File: src/rtl/dcache_direct_wb.sv
// Direct-mapped, write-back, write-allocate data cache between the MEM stage and a
// multi-cycle backing memory with a line-wide request/response port.
//
// state     | meaning
// S_IDLE    | ready to accept a CPU request
// S_COMPARE | tag lookup of the latched request, respond on hit
// S_WB_REQ  | write the dirty victim line back to memory
// S_AL_REQ  | request the missing line from memory
// S_AL_WAIT | wait for the fill line
module dcache_direct_wb #(
   parameter int NUM_SETS   = 16,
   parameter int LINE_WORDS = 4
) (
   input  logic                       clk_i,
   input  logic                       reset_i,
   input  logic                       cpu_req_valid_i,
   output logic                       cpu_req_ready_o,
   input  logic                       cpu_req_write_i,
   input  logic [31:0]                cpu_req_addr_i,
   input  logic [31:0]                cpu_req_wdata_i,
   output logic                       cpu_resp_valid_o,
   output logic [31:0]                cpu_resp_rdata_o,
   output logic                       cpu_resp_hit_o,
   output logic                       mem_req_valid_o,
   input  logic                       mem_req_ready_i,
   output logic                       mem_req_write_o,
   output logic [31:0]                mem_req_addr_o,
   output logic [32*LINE_WORDS-1:0]   mem_req_wdata_o,
   input  logic                       mem_resp_valid_i,
   input  logic [32*LINE_WORDS-1:0]   mem_resp_rdata_i
);
   localparam int OFF_W  = $clog2(LINE_WORDS);
   localparam int IDX_W  = $clog2(NUM_SETS);
   localparam int TAG_W  = 30 - OFF_W - IDX_W;
   localparam int LINE_W = 32 * LINE_WORDS;

   typedef enum logic [2:0] {S_IDLE, S_COMPARE, S_WB_REQ, S_AL_REQ, S_AL_WAIT} state_e;

   state_e state_q, state_d;

   logic [NUM_SETS-1:0] valid_q;
   logic [NUM_SETS-1:0] dirty_q;
   logic [TAG_W-1:0]    tag_q  [NUM_SETS];
   logic [LINE_W-1:0]   data_q [NUM_SETS];

   logic [31:2]         addr_q;
   logic                write_q;
   logic [31:0]         wdata_q;
   logic                first_miss_q;

   logic [OFF_W-1:0]    req_off;
   logic [IDX_W-1:0]    req_idx;
   logic [TAG_W-1:0]    req_tag;
   logic [LINE_W-1:0]   cur_line;
   logic                hit;
   logic                req_fire;
   logic                fill_fire;
   logic                unused_addr_lsb;

   assign unused_addr_lsb = ^cpu_req_addr_i[1:0];

   assign req_off   = addr_q[2 +: OFF_W];
   assign req_idx   = addr_q[2+OFF_W +: IDX_W];
   assign req_tag   = addr_q[31 -: TAG_W];
   assign cur_line  = data_q[req_idx];
   assign hit       = valid_q[req_idx] && (tag_q[req_idx] == req_tag);
   assign req_fire  = cpu_req_valid_i && (state_q == S_IDLE);
   assign fill_fire = (state_q == S_AL_WAIT) && mem_resp_valid_i;

   always_ff @(posedge clk_i or posedge reset_i) begin
      if (reset_i) state_q <= S_IDLE;
      else         state_q <= state_d;
   end

   always_ff @(posedge clk_i or posedge reset_i) begin
      if (reset_i) begin
         addr_q       <= '0;
         write_q      <= 1'b0;
         wdata_q      <= '0;
         first_miss_q <= 1'b0;
      end else if (req_fire) begin
         addr_q       <= cpu_req_addr_i[31:2];
         write_q      <= cpu_req_write_i;
         wdata_q      <= cpu_req_wdata_i;
         first_miss_q <= 1'b0;
      end else if ((state_q == S_COMPARE) && !hit) begin
         first_miss_q <= 1'b1;
      end
   end

   always_ff @(posedge clk_i or posedge reset_i) begin
      if (reset_i) begin
         valid_q <= '0;
         dirty_q <= '0;
      end else begin
         case (state_q)
            S_COMPARE: if (hit && write_q) dirty_q[req_idx] <= 1'b1;
            S_WB_REQ:  if (mem_req_ready_i) dirty_q[req_idx] <= 1'b0;
            S_AL_WAIT: if (mem_resp_valid_i) begin
               valid_q[req_idx] <= 1'b1;
               dirty_q[req_idx] <= 1'b0;
            end
            default: ;
         endcase
      end
   end

   // Tag and data arrays carry no reset; the valid bits alone qualify them.
   always_ff @(posedge clk_i) begin
      if (fill_fire) begin
         data_q[req_idx] <= mem_resp_rdata_i;
         tag_q[req_idx]  <= req_tag;
      end else if ((state_q == S_COMPARE) && hit && write_q) begin
         data_q[req_idx][{req_off, 5'd0} +: 32] <= wdata_q;
      end
   end

   always_comb begin
      state_d          = state_q;
      cpu_req_ready_o  = 1'b0;
      cpu_resp_valid_o = 1'b0;
      cpu_resp_rdata_o = '0;
      cpu_resp_hit_o   = 1'b0;
      mem_req_valid_o  = 1'b0;
      mem_req_write_o  = 1'b0;
      mem_req_addr_o   = '0;
      mem_req_wdata_o  = '0;
      case (state_q)
         S_IDLE: begin
            cpu_req_ready_o = 1'b1;
            if (cpu_req_valid_i) state_d = S_COMPARE;
         end
         S_COMPARE: begin
            if (hit) begin
               cpu_resp_valid_o = 1'b1;
               cpu_resp_hit_o   = !first_miss_q;
               cpu_resp_rdata_o = write_q ? wdata_q : cur_line[{req_off, 5'd0} +: 32];
               state_d          = S_IDLE;
            end else if (valid_q[req_idx] && dirty_q[req_idx]) begin
               state_d = S_WB_REQ;
            end else begin
               state_d = S_AL_REQ;
            end
         end
         S_WB_REQ: begin
            mem_req_valid_o = 1'b1;
            mem_req_write_o = 1'b1;
            mem_req_addr_o  = {tag_q[req_idx], req_idx, {(OFF_W+2){1'b0}}};
            mem_req_wdata_o = cur_line;
            if (mem_req_ready_i) state_d = S_AL_REQ;
         end
         S_AL_REQ: begin
            mem_req_valid_o = 1'b1;
            mem_req_addr_o  = {req_tag, req_idx, {(OFF_W+2){1'b0}}};
            if (mem_req_ready_i) state_d = S_AL_WAIT;
         end
         S_AL_WAIT: begin
            if (mem_resp_valid_i) state_d = S_COMPARE;
         end
         default: state_d = S_IDLE;
      endcase
   end
endmodule

File: config.mk
export PLATFORM = sky130hd
export DESIGN_NAME = dcache_direct_wb
export DESIGN_NICKNAME = d
export VERILOG_FILES = /design/src/rtl/dcache_direct_wb.sv
export SDC_FILE = /design/constraint.sdc
export NUM_CORES = 2
export LEC_CHECK = 0
export BUFFER_PORTS_ARGS = -buffer_cell sky130_fd_sc_hd__buf_2
export CAP_MARGIN = 20
export CORE_MARGIN = 8
export CORE_UTILIZATION = 35
export DETAILED_ROUTE_END_ITERATION = 8
export PLACE_DENSITY = 0.52
export SYNTH_ARGS = -nofsm -noshare
export SYNTH_HDL_FRONTEND = slang
export SYNTH_SLANG_ARGS = --single-unit
File: constraint.sdc
create_clock -name clk_i -period 7.2 [get_ports clk_i]
set_input_delay 1.08 -clock clk_i [delete_from_list [all_inputs] [get_ports clk_i]]
set_output_delay 1.08 -clock clk_i [all_outputs]
set_load 0.005 [all_outputs]
==> results.toml <==
[die]
rows = 198
die_w_um = 556
core_um2 = 291000
start_util = 0.352
die_h_um = 556
io_pins = 395
dieArea_um2 = 309000

[sta]
period_needed_ps = 6760
fmax_mhz = 148
tightest_slew_ps = 1120
clock_skew_ps = 116
setup_slack_ps = 439
finalCritPeriodShare = 0.939
slew_violations = 0
hold_ws_ps = 363
rsz0062_at_grt = "no"
setup-tns-final_ps = 0
hold_violations = 0
finalSetupViolations = 0
maxSlewHeadroom = 0.235

[power]
leakagePower_nw = 39.8
powerDensity_nw_per_um2 = 404
peakVddDrop_mv = 0.378

[clock_network]
postCtsHoldBufs = 0
clockBufferDepth = 4
htree_num_levels = 5
clkLatencyLatePin_ps = 890
postCtsSetupBuffers = 0
clk_pin_slew_ps = 60
cts_resized = 0
clock-root-buffer = "clkbuf_16"
cts_tree = "yes"
cts_made_buffers = 281
clock_sinks = 2531

[logic_synthesis]
synthArstFlopShare = 0.0391
synth_top_area_frac = 0.715
synth-seq-cells = 2531
syn-mean-instance-area_um2 = 21.0
synth_cells = 4869
synthTopCellsByCount = "edfxtp_1, mux4_2, mux2i_1"
yosysMostFrequentCell = "edfxtp_1"
synth_flop_cell = "edfxtp_1"
synth.yosys.seq_area_share = 0.739
synthTopCellsByArea = "edfxtp_1, mux4_2, mux2i_1"
synth_edf_count = 2432
synth_warnings = 0
syn-cell-area_um2 = 102000
yosysTopAreaCell = "edfxtp_1"
synth.distinct_cells = 68

[drt]
vias = 53400
wire_per_inst_um = 34.7
drt_iter0_drc = 5747
drtAntennaViolNets = 0
via_per_inst = 5.51
firstDrtPassIters = 5
drc = 0
routed_wl_mm = 337

[flow_run]
drv_cap = 0

[critical_path]
critical_path_class = "reg -> out"
path_max_fanout = 45
crit_path_start_kind = "flop"
r2r_cells = 9
crit_arrival_ps = 5680
required_ps = 6120
end_kind = "output port"

[global_routing]
track_usage = 0.212
grt_pass1_wl_mm = 454
grt_pass1_vias = 53700
grt_max_degree = 101
antenna_found_initial = 52
grt_overflow_total = 0

[hold_path]
min_path_type = "in -> async"

[layout]
fillers = 25700
nets = 5753
drive_above_1_share = 0.346
area_growth_pct = 17.3

[placed_design]
gp_congestion = 0.796
dp_hpwl_mm = 201
place_ws_ps = 1150
io_buffers = 388

[run_status]
outcome = "completed"
==> cell type report <==
cell class | instances | area [µm²] | area share
clock inverters | 133 | 1190 | 0.00992
clock buffers | 365 | 7500 | 0.0626
flip-flops and latches | 2531 | 75500 | 0.630
well taps | 3900 | 4880 | 0.0407
multi-input cells | 1890 | 25700 | 0.214
repair buffers | 683 | 4430 | 0.0369
inverters | 163 | 626 | 0.00522
diodes | 27 | 67.6 | 0.000564
==> placed cells by master (no fill, tap or decap), drive strengths merged, types with 34 or more instances in the layout <==
cell type / synthesis / routed
edfxtp: 2432 / 2432
mux4: 753 / 753
buf: 150 / 683
clkbuf: 138 / 365
mux2i: 255 / 255
nand2: 219 / 219
inv: 161 / 172
and2: 138 / 138
a21oi: 109 / 109
clkinv: 2 / 103
dfrtp: 99 / 99
nor2: 77 / 77
mux2: 65 / 65
nor3: 47 / 47
o21ai: 34 / 34
==> report_power, final <==
part / internal, mW / switching (mW)
clock network: 7.95 / 5.86
logic: 6.42 / 10.3
registers: 16.8 / 1.16
==> per-layer routing <==
metal / vias to the layer above / share of wire / GRT usage
met1: 29200 / 0.39 / 0.272
li1: 21400 / - / -
met5: - / 0.00012 / 0
met3: 523 / 0.070 / 0.0371
met2: 2252 / 0.48 / 0.347
met4: 6 / 0.059 / 0.109
==> flip-flops by register name (all words and copies together), names as in the netlist, named ones only <==
signal / cells
state_q: 3
addr_q: 30
data_q: 2048
wdata_q: 32
write_q: 1
tag_q: 384
valid_q: 16
first_miss_q: 1
==> critical path: stages (launching register included) <==
cell	delay, ps
dfrtp_4	980
buf_4	330
mux4_2	540
xnor2_1	300
a41oi_1	230
nor4b_1	400
nand2_1	110
a2111oi_2	450
nand4_4	590
buf_4	450
nor3_1	220
buf_2	160
==> path summary, 6_finish.rpt <==
check                                        start                 endpoint  slack [ps]
max                          addr_q[4]$_DFFE_PP0P_     cpu_resp_rdata_o[26]         440
min                                        reset_i  wdata_q[11]$_DFFE_PP0P_         360
max reg2reg                  addr_q[4]$_DFFE_PP0P_  data_q[5][14]$_DFFE_PP_        1210
min reg2reg                valid_q[10]$_DFFE_PP0P_  valid_q[10]$_DFFE_PP0P_         460
max in group asynchronous                  reset_i    addr_q[2]$_DFFE_PP0P_        5360
min in group clk_i             cpu_req_wdata_i[29]  wdata_q[29]$_DFFE_PP0P_         450
==> through the flow <==
stage	util	instance area [µm²]	instances	power, mW
after floorplan	-	102000	4872	26.6
after global placement	0.380	110000	9073	34.9
after detailed placement	0.380	110000	9076	35.0
after CTS	0.410	119000	9574	48.8
after global routing	0.412	120000	9669	49.7
final	0.413	120000	9692	48.4
==> kinds of logic (layout without fill, tap and decap cells) <==
| kind of cell | Yosys count | after routing | synth area share |
|---|---|---|---|
| compound gates | 241 | 241 | 0.0152 |
| xor+xnor | 25 | 25 | 0.00214 |
| fa+ha+maj | 5 | 5 | 0.000612 |
| buf+inv | 451 | 1344 | 0.0191 |
| flops | 2531 | 2531 | 0.739 |
| mux | 1073 | 1073 | 0.198 |
| other cells | 1 | 31 | 0.0000367 |
| simple gates | 542 | 542 | 0.0258 |
No activity file was read; power rests on OpenSTA's default activity.
